--- src/rtl/wb_dma_pkg.sv ---
// wb_dma_pkg: register map, CTRL/STATUS bit indices and FSM encoding for wb_dma
package wb_dma_pkg;
  localparam logic [2:0] REG_SRC    = 3'd0;
  localparam logic [2:0] REG_DST    = 3'd1;
  localparam logic [2:0] REG_LEN    = 3'd2;
  localparam logic [2:0] REG_CTRL   = 3'd3;
  localparam logic [2:0] REG_STATUS = 3'd4;
  localparam int CTRL_START  = 0;
  localparam int CTRL_IRQ_EN = 1;
  localparam int CTRL_ABORT  = 2;
  localparam int ST_BUSY = 0;
  localparam int ST_DONE = 1;
  localparam int ST_ERR  = 2;
  localparam int ST_TMO  = 3;
  typedef enum logic [1:0] {IDLE = 2'd0, RD = 2'd1, WR = 2'd2, FIN = 2'd3} state_t;
endpackage

--- src/rtl/wb_dma_regs.sv ---
// wb_dma_regs: slave register file with one-cycle ack, start/abort pulses and sticky status
module wb_dma_regs
  import wb_dma_pkg::*;
#(
  parameter int len_w = 16
) (
  input  logic             clk,
  input  logic             rst,
  input  logic [31:0]      wb_adr_i,
  input  logic [31:0]      wb_dat_i,
  output logic [31:0]      wb_dat_o,
  input  logic [3:0]       wb_sel_i,
  input  logic             wb_we_i,
  input  logic             wb_cyc_i,
  input  logic             wb_stb_i,
  output logic             wb_ack_o,
  input  logic             busy,
  input  logic             done_set,
  input  logic             err_set,
  input  logic             tmo_set,
  input  logic [len_w-1:0] remaining,
  output logic [31:0]      src,
  output logic [31:0]      dst,
  output logic [len_w-1:0] len,
  output logic             start,
  output logic             abort,
  output logic             irq
);
  logic req, wr, clr, irq_en, done, err, tmo, unused;
  logic [2:0] sel;
  logic [31:0] rdata;
  assign req = wb_cyc_i & wb_stb_i & ~wb_ack_o;
  assign wr = req & wb_we_i;
  assign sel = wb_adr_i[4:2];
  assign clr = wr & sel == REG_STATUS;
  assign unused = ^{wb_adr_i[31:5], wb_adr_i[1:0], wb_sel_i};
  assign rdata = sel == REG_SRC    ? src :
                 sel == REG_DST    ? dst :
                 sel == REG_LEN    ? 32'(len) :
                 sel == REG_CTRL   ? {30'b0, irq_en, 1'b0} :
                 sel == REG_STATUS ? {16'(remaining), 12'b0, tmo, err, done, busy} : 32'b0;
  always_ff @(posedge clk or posedge rst)
    if (rst) begin
      wb_ack_o <= 1'b0;
      wb_dat_o <= 32'b0;
      src <= 32'b0;
      dst <= 32'b0;
      len <= '0;
      start <= 1'b0;
      abort <= 1'b0;
      irq_en <= 1'b0;
      done <= 1'b0;
      err <= 1'b0;
      tmo <= 1'b0;
      irq <= 1'b0;
    end else begin
      wb_ack_o <= req;
      wb_dat_o <= req ? rdata : 32'b0;
      start <= wr & sel == REG_CTRL & wb_dat_i[CTRL_START];
      abort <= wr & sel == REG_CTRL & wb_dat_i[CTRL_ABORT];
      if (wr & sel == REG_CTRL) irq_en <= wb_dat_i[CTRL_IRQ_EN];
      if (wr & ~busy & sel == REG_SRC) src <= wb_dat_i;
      if (wr & ~busy & sel == REG_DST) dst <= wb_dat_i;
      if (wr & ~busy & sel == REG_LEN) len <= wb_dat_i[len_w-1:0];
      // a completion landing on the same edge as a clear must not be lost
      done <= done_set | done & ~(clr & wb_dat_i[ST_DONE]);
      err <= err_set | err & ~(clr & wb_dat_i[ST_ERR]);
      tmo <= tmo_set | tmo & ~(clr & wb_dat_i[ST_TMO]);
      irq <= irq_en & (done | err);
    end
endmodule

--- src/rtl/wb_dma.sv ---
// wb_dma: Wishbone block-copy DMA master; define WB_DMA_TIMEOUT_EN for a per-beat ack watchdog
module wb_dma
  import wb_dma_pkg::*;
#(
  parameter int len_w = 16,
  parameter int timeout_cycles = 1024
) (
  input  logic        clk,
  input  logic        rst,
  input  logic [31:0] wb_adr_i,
  input  logic [31:0] wb_dat_i,
  output logic [31:0] wb_dat_o,
  input  logic [3:0]  wb_sel_i,
  input  logic        wb_we_i,
  input  logic        wb_cyc_i,
  input  logic        wb_stb_i,
  output logic        wb_ack_o,
  output logic [31:0] m_adr_o,
  output logic [31:0] m_dat_o,
  input  logic [31:0] m_dat_i,
  output logic [3:0]  m_sel_o,
  output logic        m_we_o,
  output logic        m_cyc_o,
  output logic        m_stb_o,
  input  logic        m_ack_i,
  input  logic        m_err_i,
  output logic        irq
);
  state_t state, state_n;
  logic [31:0] src_q, dst_q, buf_q, src_r, dst_r;
  logic [len_w-1:0] cnt, len_r;
  logic gap, abort_pend, beat, ack, fail, last, tmo;
  logic start, abort, busy, done_set;
  wb_dma_regs #(.len_w(len_w)) u_regs (
    .clk(clk), .rst(rst),
    .wb_adr_i(wb_adr_i), .wb_dat_i(wb_dat_i), .wb_dat_o(wb_dat_o), .wb_sel_i(wb_sel_i),
    .wb_we_i(wb_we_i), .wb_cyc_i(wb_cyc_i), .wb_stb_i(wb_stb_i), .wb_ack_o(wb_ack_o),
    .busy(busy), .done_set(done_set), .err_set(fail), .tmo_set(tmo), .remaining(cnt),
    .src(src_r), .dst(dst_r), .len(len_r), .start(start), .abort(abort), .irq(irq)
  );
  // gap holds cyc/stb low for the cycle after every ack so the arbiter can switch masters
  assign beat = (state == RD | state == WR) & ~gap;
  assign fail = beat & (m_err_i | tmo);
  assign ack = beat & m_ack_i & ~fail;
  assign last = cnt == len_w'(1) | abort_pend | abort;
  assign busy = state != IDLE;
  assign done_set = fail | state == FIN | (state == IDLE & start & len_r == '0);
  assign m_cyc_o = beat;
  assign m_stb_o = beat;
  assign m_we_o = beat & state == WR;
  assign m_adr_o = state == WR ? dst_q : src_q;
  assign m_dat_o = buf_q;
  assign m_sel_o = 4'hF;
`ifdef WB_DMA_TIMEOUT_EN
  localparam int tw = $clog2(timeout_cycles + 1);
  logic [tw-1:0] tcnt;
  assign tmo = beat & ~m_ack_i & ~m_err_i & tcnt == tw'(timeout_cycles - 1);
  always_ff @(posedge clk or posedge rst)
    if (rst) tcnt <= '0;
    else tcnt <= beat & ~m_ack_i & ~m_err_i ? tcnt + tw'(1) : '0;
`else
  logic unused_tmo;
  assign tmo = 1'b0;
  assign unused_tmo = timeout_cycles == 0;
`endif
  always_comb begin
    state_n = state;
    case (state)
      IDLE: state_n = start & len_r != '0 ? RD : IDLE;
      RD:   state_n = fail ? IDLE : ack ? WR : RD;
      WR:   state_n = fail ? IDLE : ~ack ? WR : last ? FIN : RD;
      FIN:  state_n = IDLE;
    endcase
  end
  always_ff @(posedge clk or posedge rst)
    if (rst) begin
      state <= IDLE;
      src_q <= 32'b0;
      dst_q <= 32'b0;
      buf_q <= 32'b0;
      cnt <= '0;
      gap <= 1'b0;
      abort_pend <= 1'b0;
    end else begin
      state <= state_n;
      gap <= ack;
      abort_pend <= busy & (abort_pend | abort);
      if (state == IDLE & start) begin
        src_q <= src_r;
        dst_q <= dst_r;
        cnt <= len_r;
      end
      if (ack & state == RD) begin
        buf_q <= m_dat_i;
        src_q <= src_q + 32'd4;
      end
      if (ack & state == WR) begin
        dst_q <= dst_q + 32'd4;
        cnt <= cnt - len_w'(1);
      end
    end
endmodule

--- config.mk ---
export PLATFORM = sky130hd
export DESIGN_NAME = wb_dma
export DESIGN_NICKNAME = d
export VERILOG_FILES = /design/src/rtl/wb_dma_pkg.sv /design/src/rtl/wb_dma_regs.sv /design/src/rtl/wb_dma.sv
export SDC_FILE = /design/constraint.sdc
export NUM_CORES = 1
export LEC_CHECK = 0
export CORE_MARGIN = 5
export CORE_UTILIZATION = 48
export DETAILED_ROUTE_END_ITERATION = 10
export PLACE_DENSITY = 0.75
export SLEW_MARGIN = 40
export SYNTH_ARGS = -nofsm -noshare
export SYNTH_HDL_FRONTEND = slang
export SYNTH_SLANG_ARGS = --single-unit
--- constraint.sdc ---
create_clock -name clk -period 8.1 [get_ports clk]
set_input_delay 1.62 -clock clk [delete_from_list [all_inputs] [get_ports clk]]
set_output_delay 1.62 -clock clk [all_outputs]
set_load 0.01 [all_outputs]
==> metrics.txt <==
net switching power 911.8 uW; Layout Utilization 60.17%; min-delay worst type reg2reg; global-route wire length before repair 56.02 mm; Max H-tree Level 1; synthesized area per cell 9.691 um2; clock slew at reported path FFs 0.07 ns; CORE AREA 24,180 um2; buffers added on ports 174; setup slack, reg-to-reg 4.30 ns; Post-CTS Hold Fix Bufs 0; critical register-to-register path startpoint state[1]$_DFF_PP0_; Setup crit end kind flop; pre-CTS setup slack 2.986 ns; sequential cell area fraction in the yosys report 50.49%; nets@finish 1,459; skew final 0.01494 ns; HPWL Detailed 24.55 mm; Worst Path Required 8.53 ns; Antenna diodes 0; multi-input logic area 5359 um2; area grow syn2layout 24.37%; Setup WS post-layout 3.434 ns; TritonCTS clock tree built; Placed Cells incl. Taps 1,640; Final min period 4.666 ns; hold slack 0.4707 ns; Lkg Pwr 6.187 nW; critical path class in2reg; Reg2Reg Depth 9; via/cell ratio 6.065; flip-flop and latch area 5906 um2; DR pass1 iterations 5; pin count of the biggest net entering global routing 103; max-cap violations 0; First DRT Iteration DRCs 1,092; Sequential Power Share 46.8%; post-route ant nets 0; Post-synth EDFFs 0; Rows 57; Least-Margin Pin Slew 0.8713 ns; CTS Buf Count 26; Ys Warns 0; share of layout cells above drive strength 1 13.87%; Post-Synthesis Cells 1,207; Setup crit start kind input port; share of power burned in the clock network 37.7%; Max clock buf depth 3; asr flop ratio synth 100.0%; final wirelength 35.57 mm; final worst path period share 57.60%; start point of the critical path m_ack_i; initial core utilization 48.38%; reg-to-reg critical path endpoint cnt[15]$_DFFE_PP0P_; # resized after CTS 0; # DRC 0; CTS Root Cell clkbuf_16; Die Wd 166.1 um; Die Height 166.1 um; grt total ovfl 0; # fillers 1,987; ys flop type dfrtp_1; Vias 10,230; vias in the first global route 9,894; Unique masters post-synth 66; setup bufs post-CTS 0; fin. max-slew vios 0; total clock sinks 236; endpoints failing setup 0; Setup crit end cnt[15]$_DFFE_PP0P_; peak supply drop 0.0001984 V; GP Congestion 0.9201; crit path DAT 5.10 ns; status complete, no violations; Clock Latency Late Sink 0.53 ns; Ports 212; relative slew slack 41.70%; crit path max fanout 37; wire per inst 21.08 um; Tot GR Track Use 24.95%; Pwr Density 223.5 nW/um2; combinational power share 15.4%; setup TNS 0 ns; #FFs+latches synth 236; Mapped Area 11,700 um2; Fmax 214.3 MHz; die area 27,590 um2; Sw Share 28.04%; initial antenna violation count 0; Non-Filler Instances 1,687; hold violation count in the final report 0; RSZ-0062 raised after global routing false; Cell Int Power 2.340 mW
## layout by cell type (no fill, tap or decap), types with 26 or more instances in the layout
| cell | synthesis | routed |
|---|---|---|
| dfrtp_1 | 236 | 236 |
| nand2_1 | 178 | 178 |
| clkdlybuf4s50_1 | 0 | 172 |
| mux2_2 | 101 | 101 |
| nor3_1 | 97 | 97 |
| nor2_1 | 89 | 89 |
| a21oi_1 | 82 | 80 |
| nor2b_1 | 34 | 34 |
| nand3_1 | 29 | 29 |
| clkbuf_16 | 0 | 27 |
| o21ai_0 | 26 | 26 |
## registers in the layout (all words and copies together) (netlist names), 2 cells and up
register,count
state,2
dst_q,32
u_regs.src,32
u_regs.dst,32
m_dat_o,32
cnt,16
src_q,32
u_regs.wb_dat_o,32
u_regs.len,16
## cell families (layout without fill, tap and decap cells)
| group | Yosys count | in the layout | share of synthesized area (%) |
|---|---|---|---|
| DFF | 236 | 236 | 50.49 |
| and+or+nand+nor | 519 | 519 | 21.39 |
| muxes | 113 | 113 | 10.82 |
| buffers and inverters | 110 | 263 | 3.979 |
| other | 1 | 4 | 0.03206 |
| adders and majority gates | 8 | 8 | 0.8557 |
| xor gates and xnor gates | 1 | 1 | 0.07489 |
| AOI/OAI and AO/OA | 219 | 219 | 12.35 |
## power by group through the flow
| stage | Sequential, mW | Combinational [mW] | Clock [mW] |
|---|---|---|---|
| 2_1_floorplan | 1.46 | 0.312 | 0 |
| 3_3_place_gp | 1.53 | 0.485 | 0 |
| 3_5_place_dp | 1.53 | 0.498 | 0 |
| 4_1_cts | 1.52 | 0.503 | 1.24 |
| 5_1_grt | 1.54 | 0.552 | 1.29 |
| 6_report | 1.52 | 0.502 | 1.23 |
## routing by layer
metal | vias to the layer above | routed length (um) | track usage (%)
met2 | 542 | 17000 | 40.29
met1 | 5000 | 14410 | 34.69
met4 | 0 | 1330 | 8.501
met5 | - | 0 | 0
met3 | 94 | 2817 | 3.785
li1 | 4596 | - | -
## synthesized netlist by cell type, types with 3 or more instances
library cell | number | area share (%)
dfrtp_1 | 236 | 50
nand2_1 | 178 | 5.7
mux2_2 | 101 | 9.7
nor3_1 | 97 | 4.2
nor2_1 | 89 | 2.9
a21oi_1 | 82 | 3.5
clkbuf_1 | 54 | 1.7
nor2b_1 | 34 | 1.8
nand3_1 | 29 | 1.2
o21ai_0 | 26 | 1.1
a211oi_1 | 23 | 1.5
inv_1 | 22 | 0.71
buf_2 | 21 | 0.90
and3_1 | 15 | 0.80
nand4_1 | 15 | 0.80
nor4_1 | 14 | 0.75
a311oi_1 | 12 | 0.90
o22ai_1 | 12 | 0.64
and2_1 | 10 | 0.53
and4_1 | 8 | 0.60
ha_1 | 8 | 0.86
o221a_2 | 8 | 0.77
o41ai_1 | 8 | 0.60
buf_1 | 7 | 0.22
mux2_1 | 7 | 0.67
o32ai_1 | 7 | 0.52
a31oi_1 | 5 | 0.27
buf_4 | 5 | 0.32
mux2i_1 | 5 | 0.43
o31ai_1 | 5 | 0.32
or3_1 | 5 | 0.27
a22oi_1 | 4 | 0.26
nand2b_1 | 4 | 0.21
a21o_1 | 3 | 0.19
o211ai_1 | 3 | 0.19
o21a_1 | 3 | 0.19
o2bb2ai_1 | 3 | 0.22
or2_2 | 3 | 0.16
## layout make-up
class                      instances  share of cell area, %
sequential                       236                  40.60
multi-input combinational        864                  36.84
timing repair buffer             194                  12.99
clock buffer                      40                  5.530
tap                              324                  2.787
clock inverter                     7                 0.6451
inverter                          22                 0.6192
## worst min path at each step
stage               cells after the start  slack, ns               startpoint                      end
floorplan                               2       0.44     dst_q[0]$_DFFE_PP0P_     dst_q[0]$_DFFE_PP0P_
global placement                        2       0.46     src_q[0]$_DFFE_PP0P_     src_q[0]$_DFFE_PP0P_
detailed placement                      2       0.46   m_dat_o[3]$_DFFE_PP0P_   m_dat_o[3]$_DFFE_PP0P_
CTS                                     2       0.48  m_dat_o[11]$_DFFE_PP0P_  m_dat_o[11]$_DFFE_PP0P_
global route                            2       0.50  m_dat_o[11]$_DFFE_PP0P_  m_dat_o[11]$_DFFE_PP0P_
finish                                  2       0.47     dst_q[1]$_DFFE_PP0P_     dst_q[1]$_DFFE_PP0P_
## per-stage QoR
step                total power, mW  area, um2
global route                  3.383      14550
detailed placement            2.032      13650
CTS                           3.258      14540
floorplan                     1.771      11710
finish                        3.252      14550
global placement              2.013      13610
## worst max-delay path: stages
cell and delay (ns):
clkdlybuf4s50_1 0.52, nor4bb_1 0.69, buf_4 0.31, nand2_2 0.44, nand2_1 0.77, buf_4 0.40
nor2_1 0.07, a311oi_1 0.27
No activity file was read; power rests on OpenSTA's default activity.
